==> src/rtl/vinsn_issue_queue.sv <==
// Vector instruction issue queue: buffers scalar-core offers in a circular FIFO
// and issues them to rvv_core under an outstanding-instruction credit limit.
package vinsn_issue_queue_pkg;

    typedef logic [7:0]  insn_id_t;
    typedef logic [31:0] xlen_t;

    typedef struct packed {
        logic [7:0]  vtype;
        logic [15:0] vl;
    } vec_context_t;

    typedef struct packed {
        logic [31:0]  insn;
        insn_id_t     insn_id;
        xlen_t        scalar_reg;
        vec_context_t vec_context;
    } entry_t;

endpackage

module vinsn_issue_queue
    import vinsn_issue_queue_pkg::*;
#(
    parameter int unsigned Depth          = 4,
    parameter int unsigned MaxOutstanding = 4
) (
    input  logic                                clk_i,
    input  logic                                rst_ni,

    input  logic                                valid_i,
    output logic                                ready_o,
    input  logic [31:0]                         insn_i,
    input  insn_id_t                            insn_id_i,
    input  xlen_t                               scalar_reg_i,
    input  vec_context_t                        vec_context_i,
    input  logic                                flush_i,

    output logic                                core_valid_o,
    input  logic                                core_ready_i,
    output logic [31:0]                         core_insn_o,
    output insn_id_t                            core_insn_id_o,
    output xlen_t                               core_scalar_reg_o,
    output vec_context_t                        core_vec_context_o,
    input  logic                                core_done_i,

    output logic [$clog2(Depth):0]              count_o,
    output logic [$clog2(MaxOutstanding):0]     outstanding_o,
    output logic                                done_underflow_o
);

    localparam int unsigned PtrW = $clog2(Depth);
    localparam int unsigned CntW = $clog2(Depth) + 1;
    localparam int unsigned OutW = $clog2(MaxOutstanding) + 1;

    logic [PtrW-1:0] wr_ptr_q, wr_ptr_d;
    logic [PtrW-1:0] rd_ptr_q, rd_ptr_d;
    logic [CntW-1:0] count_q, count_d;
    logic [OutW-1:0] outst_q, outst_d;
    logic            underflow_q, underflow_d;

    entry_t          mem_q [Depth];
    entry_t          wr_entry;
    entry_t          head_entry;

    logic            push;
    logic            pop;

    // Handshakes depend only on registered state plus the flush request,
    // so a pop can never free a slot for a push in the same cycle.
    assign ready_o      = (count_q < CntW'(Depth)) && !flush_i;
    assign core_valid_o = (count_q != '0) && (outst_q < OutW'(MaxOutstanding)) && !flush_i;
    assign push         = valid_i && ready_o;
    assign pop          = core_valid_o && core_ready_i;

    assign wr_entry = '{
        insn:        insn_i,
        insn_id:     insn_id_i,
        scalar_reg:  scalar_reg_i,
        vec_context: vec_context_i
    };

    assign head_entry         = mem_q[rd_ptr_q];
    assign core_insn_o        = head_entry.insn;
    assign core_insn_id_o     = head_entry.insn_id;
    assign core_scalar_reg_o  = head_entry.scalar_reg;
    assign core_vec_context_o = head_entry.vec_context;

    assign count_o          = count_q;
    assign outstanding_o    = outst_q;
    assign done_underflow_o = underflow_q;

    // Queue pointer/occupancy update; flush overrides both handshakes.
    always_comb begin
        wr_ptr_d = wr_ptr_q;
        rd_ptr_d = rd_ptr_q;
        count_d  = count_q;
        if (flush_i) begin
            wr_ptr_d = '0;
            rd_ptr_d = '0;
            count_d  = '0;
        end else begin
            if (push) wr_ptr_d = wr_ptr_q + PtrW'(1);
            if (pop)  rd_ptr_d = rd_ptr_q + PtrW'(1);
            case ({push, pop})
                2'b10:   count_d = count_q + CntW'(1);
                2'b01:   count_d = count_q - CntW'(1);
                default: count_d = count_q;
            endcase
        end
    end

    // Outstanding credit tracking; a stray done at zero is recorded, not applied.
    always_comb begin
        outst_d     = outst_q;
        underflow_d = underflow_q;
        case ({pop, core_done_i})
            2'b10: outst_d = outst_q + OutW'(1);
            2'b01: begin
                if (outst_q != '0) outst_d = outst_q - OutW'(1);
                else               underflow_d = 1'b1;
            end
            default: outst_d = outst_q;
        endcase
    end

    always_ff @(posedge clk_i or negedge rst_ni) begin
        if (!rst_ni) begin
            wr_ptr_q    <= '0;
            rd_ptr_q    <= '0;
            count_q     <= '0;
            outst_q     <= '0;
            underflow_q <= 1'b0;
        end else begin
            wr_ptr_q    <= wr_ptr_d;
            rd_ptr_q    <= rd_ptr_d;
            count_q     <= count_d;
            outst_q     <= outst_d;
            underflow_q <= underflow_d;
        end
    end

    // Payload storage carries no reset; occupancy alone decides validity.
    always_ff @(posedge clk_i) begin
        if (push) mem_q[wr_ptr_q] <= wr_entry;
    end

endmodule

==> config.mk <==
export PLATFORM = sky130hd
export DESIGN_NAME = vinsn_issue_queue
export DESIGN_NICKNAME = d
export VERILOG_FILES = /design/src/rtl/vinsn_issue_queue.sv
export SDC_FILE = /design/constraint.sdc
export NUM_CORES = 1
export LEC_CHECK = 0
export ABC_AREA = 1
export BUFFER_PORTS_ARGS = -buffer_cell sky130_fd_sc_hd__clkbuf_2
export CORE_MARGIN = 2
export CORE_UTILIZATION = 50
export DETAILED_ROUTE_END_ITERATION = 12
export MAX_ROUTING_LAYER = met4
export PLACE_DENSITY = 0.75
export SLEW_MARGIN = 25
export SYNTH_ARGS = -nofsm -noshare
export SYNTH_HDL_FRONTEND = slang
export SYNTH_SLANG_ARGS = --single-unit
==> constraint.sdc <==
create_clock -name clk_i -period 6.15 [get_ports clk_i]
set_input_delay 1.23 -clock clk_i [delete_from_list [all_inputs] [get_ports clk_i]]
set_output_delay 1.23 -clock clk_i [all_outputs]
set_load 0.05 [all_outputs]
---- Word level (Yosys, flattened, before mapping) ----
Memories as Yosys holds them, arrays and structs flattened.
Cells that the tools add are included.
W data, S select, Z words.
operators by class
  reduce and logical (&&, ||, !) cells .... 14
  multiply operators ...................... 0
  magnitude comparators ................... 2
  div/mod/pow operators ................... 0
  multiplexer cells ....................... 10
  shift-type cells ........................ 0
  add/subtract/negate cells ............... 6
  eq/ne operators ......................... 5
  bitwise gates (word level) .............. 1
operator list
  kind                   count
  $pmux W3 S2            2
  $reduce_bool A3 Y1     3
  $mux W2                4
  $add A3 B1 Y3 const B  2
  $lt A3 B3 Y1 const B   2
  $mux W3                2
  $reduce_bool A2 Y1     3
  $sub A3 B1 Y3 const B  2
  $logic_and A1 B1 Y1    5
  $add A2 B1 Y2 const B  2
  $eq A2 B1 Y1 const B   2
  $eq A2 B2 Y1 const B   2
  $reduce_and A2 Y1      2
  $mux W1                2
  $ne A2 B2 Y1 const B   1
  $logic_not A1 Y1       1
  $not A1 Y1             1
storage, ports and cells
  bits in read-only memories .............. 0
  RAM bits ................................ 384
  memories kept ........................... 1
  bits in latches ......................... 0
  logic and storage cells ................. 44
  register bits after elaboration ......... 11
memories
  name   words  bits a word  read ports  clocked after memory_dff  wr ports  RTL line  RTL
  mem_q  4      96           1           0                         1         62        entry_t mem_q [Depth];

---- Logic depth before layout (Yosys ltp) ----
  word-level depth ........................ 7
  mapped depth ............................ 10
  mapped depth without buffers ............ 10

---- Least setup slack after synthesis ----
Ideal clock, no wire load.
  path type ............................... in2reg
  start point ............................. in flush_i
  end point ............................... mem mem_q[0][0] in the netlist's numbering, enable pin
  required time ........................... 5.598 ns
  data arrival time ....................... 5.706 ns
  stages .................................. 3
  buffers on the path ..................... 0
  slack ................................... -0.108 ns
  library setup time ...................... 0.552 ns
  path through ............................ nor2_4 -> nand2_4 -> nor2_1
between the ends
  longest elaborated chain between the ends .. 5
RTL lines
  item                           RTL line  RTL
  from (decl)                    37        input logic flush_i,
  $logic_not A1 Y1               71        assign ready_o = (count_q < CntW'(Depth)) && !flush_i;
  $logic_and A1 B1 Y1            71
  $logic_and A1 B1 Y1            73        assign push = valid_i && ready_o;
  $mux W1                        145       if (push) mem_q[wr_ptr_q] <= wr_entry;
  $mux W1 (implied by the code)  145
  to (decl)                      62
No other way between the ends.

---- Worst setup path after layout ----
  start point ............................. reg rd_ptr_q[0]
  end point ............................... out core_insn_o[18]
between the ends
  longest elaborated chain between the ends .. 1
RTL lines
  item                    RTL line  RTL
  from (decl)             57        logic [PtrW-1:0] rd_ptr_q, rd_ptr_d;
  from (signal assigned)  136       rd_ptr_q <= rd_ptr_d;
  $mem_v2 Z4 W96          -
  to (decl)               41        output logic [31:0] core_insn_o,
No other way between the ends.

==> metrics.txt <==
status finished, final reports clean; clk buf depth 3; PostCTS Resize Cnt 0; Warnings, synthesis 0; DR iter-0 viols between 700 and 800; post-layout minimum cycle time 4.10 ns; cells on worst reg2reg path 5; post-route setup slack roughly 2.1 ns; period utilisation layout between 60% and 70%; worst-path maximum fanout 123; largest net degree at the start of global routing 124; Syn Area/Cell 14.7 µm²; Die H 177 µm; Post-Syn Nets 1122; clock buffer count from CTS 39; Leakage 6.21 nW; final net count 1323; startpoint types flop; Hold Violations, Final 0; beginning of the critical path rd_ptr_q[0]; headroom to the max-slew limit 32.2%; final setup fails 0; H-tree levels 2; DR pass1 iterations 5; largest area contributor in the netlist edfxtp_1; total power per unit cell area 401 nW/µm²; Via-to-Cell Ratio 5.53; r2r endpoint mem_q[2][47]; Post-synth EDFFs 384; Placed Cells around 1600; Die X roughly 180 µm; Slew @ Worst Pin 1.02 ns; min-delay src done_underflow_o; area grow syn2layout 17.2%; non-filler cells, final 1630; HPWL Detailed 17800 µm; vias in the first global route 8997; Setup CP Type flop to primary output; top sig layer met4; Total Die Area 31200 µm²; dpl ws 2.54 ns; Reg clk slew, reported paths ~0.06 ns; IO Count 207; Req. time, crit path slightly below 5 ns; Tot GR Track Use 20.1%; CTS tree built; clk root buf clkbuf_16; Mapped Area 14900 µm²; Routed met1 length 12400 µm; initial core utilization roughly half; post-CTS setup buffer count 0; Critical Path End Type primary output; Core Rows 63; DRC Markers 0; routed vias approximately 9000; CP endpoint core_insn_o[18]; PortBufs 206; Met3 Wirelength 1920 µm; Hold Crit Class flop to flop; RSZ-0062 raised after global routing false; post-synth cell types 31; Setup Total Neg Slack 0 ns; critical path arrival 2.87 ns; GR Overflow Total 0; initial antenna violation count 0; DRT Wirelength 30700 µm; Commonest cells post-synth edfxtp_1 (384), nor2_1 (196), o21ai_0 (151); fill count 2257; hold_buf cts 0; first-pass GRT wire length 47500 µm; FMAX around 0.24 GHz; asr flop ratio synth roughly 2.8%; Worst Skew 0.0135 ns; R2R Path Start count_o[2]; most frequent cell after synthesis edfxtp_1; Max-cap violations 0; cell count after synthesis 1014; Antenna Violating Nets Remaining 0; Most used DFF post-synth edfxtp_1; FF-to-FF setup slack 3.84 ns; maximum VDD drop 279 µV; share of Yosys cell area claimed by the top area cell type a little under 80%; core area 29500 µm²; wire per inst 18.8 µm; top cells by area, synth edfxtp_1 (77%), o21ai_0 (5.1%), nor2_1 (4.9%), o22ai_1 (4.0%), dfrtp_1 (1.8%); Antenna diodes 0; met2 WL 15300 µm; Clk Latency, worst-skew pair 0.51 ns; share of cells above drive strength 1 a little under a quarter; gp weighted congestion 0.753; final slew viol count 0; Synth Register Bits 395; CTS sink count 395; register area share after synthesis between 70% and 80%
report_power, final:
part	switching, mW	internal [mW]
Clock	0.922	1.28
Combinational	1.22	0.318
Sequential	0.0680	3.17
critical path, stage by stage, from the launching register on:
cell	delay (ns)
dfrtp_4	0.50
inv_6	0.64
buf_4	0.52
o21ai_0	0.16
o22ai_1	0.17
clkbuf_2	0.33
state kept, by name (all words and copies together) (netlist names):
name              cells
wr_ptr_q              2
rd_ptr_q              2
count_o               3
done_underflow_o      1
mem_q               384
outstanding_o         3
worst min path at each step:
stage / endpoint / cells past startpoint
2_1_floorplan: wr_ptr_q[0] / 1
3_3_place_gp: done_underflow_o / 1
3_5_place_dp: done_underflow_o / 1
4_1_cts: done_underflow_o / 1
5_1_grt: done_underflow_o / 1
6_report: done_underflow_o / 1
metrics by stage:
step           hold slack, ns  total power, mW  area (µm²)  util, %
3_5_place_dp            0.467             4.85       16200     55.1
3_3_place_gp            0.471             4.82       16200     55.0
6_report                0.491             6.99       17400     59.2
2_1_floorplan           0.512             4.47       14900        -
5_1_grt                 0.519             7.25       17400     59.2
4_1_cts                 0.495             7.05       17400     59.1
layout make-up:
cell class | count | area (µm²) | share of cell area (%)
Timing Repair Buffer | 223 | 1190 | 6.83
Clock inverter | 17 | 139 | 0.796
Clock buffer | 49 | 1040 | 5.98
Sequential cell | 395 | 11800 | 67.7
Tap cell | 390 | 488 | 2.80
Multi-Input combinational cell | 536 | 2690 | 15.4
Inverter | 20 | 81.3 | 0.466
placed cells by master, fill, tap and decap left out, drive strengths merged, types with 4 or more instances in the layout:
master	count
edfxtp	384
clkbuf	255
nor2	198
o21ai	198
o22ai	96
nand2	21
inv	20
buf	17
clkinv	13
dfrtp	11
nand3	9
ha	4
layer usage:
layer	vias up	GRT usage [%]
met5	-	-
met4	0	7.58
met2	319	33.0
met3	66	3.17
met1	4409	25.4
li1	4216	-
cells by family after synthesis:
logic type	after synthesis	synth area share, %
adder cells (fa/ha/maj)	6	0.605
AND/OR/NAND/NOR	230	6.22
XOR/XNOR	2	0.118
AO/OA/AOI/OAI	298	10.9
flip-flops	395	79.3
buffers and inverters	83	2.82
(Power assumes the default switching activity.)
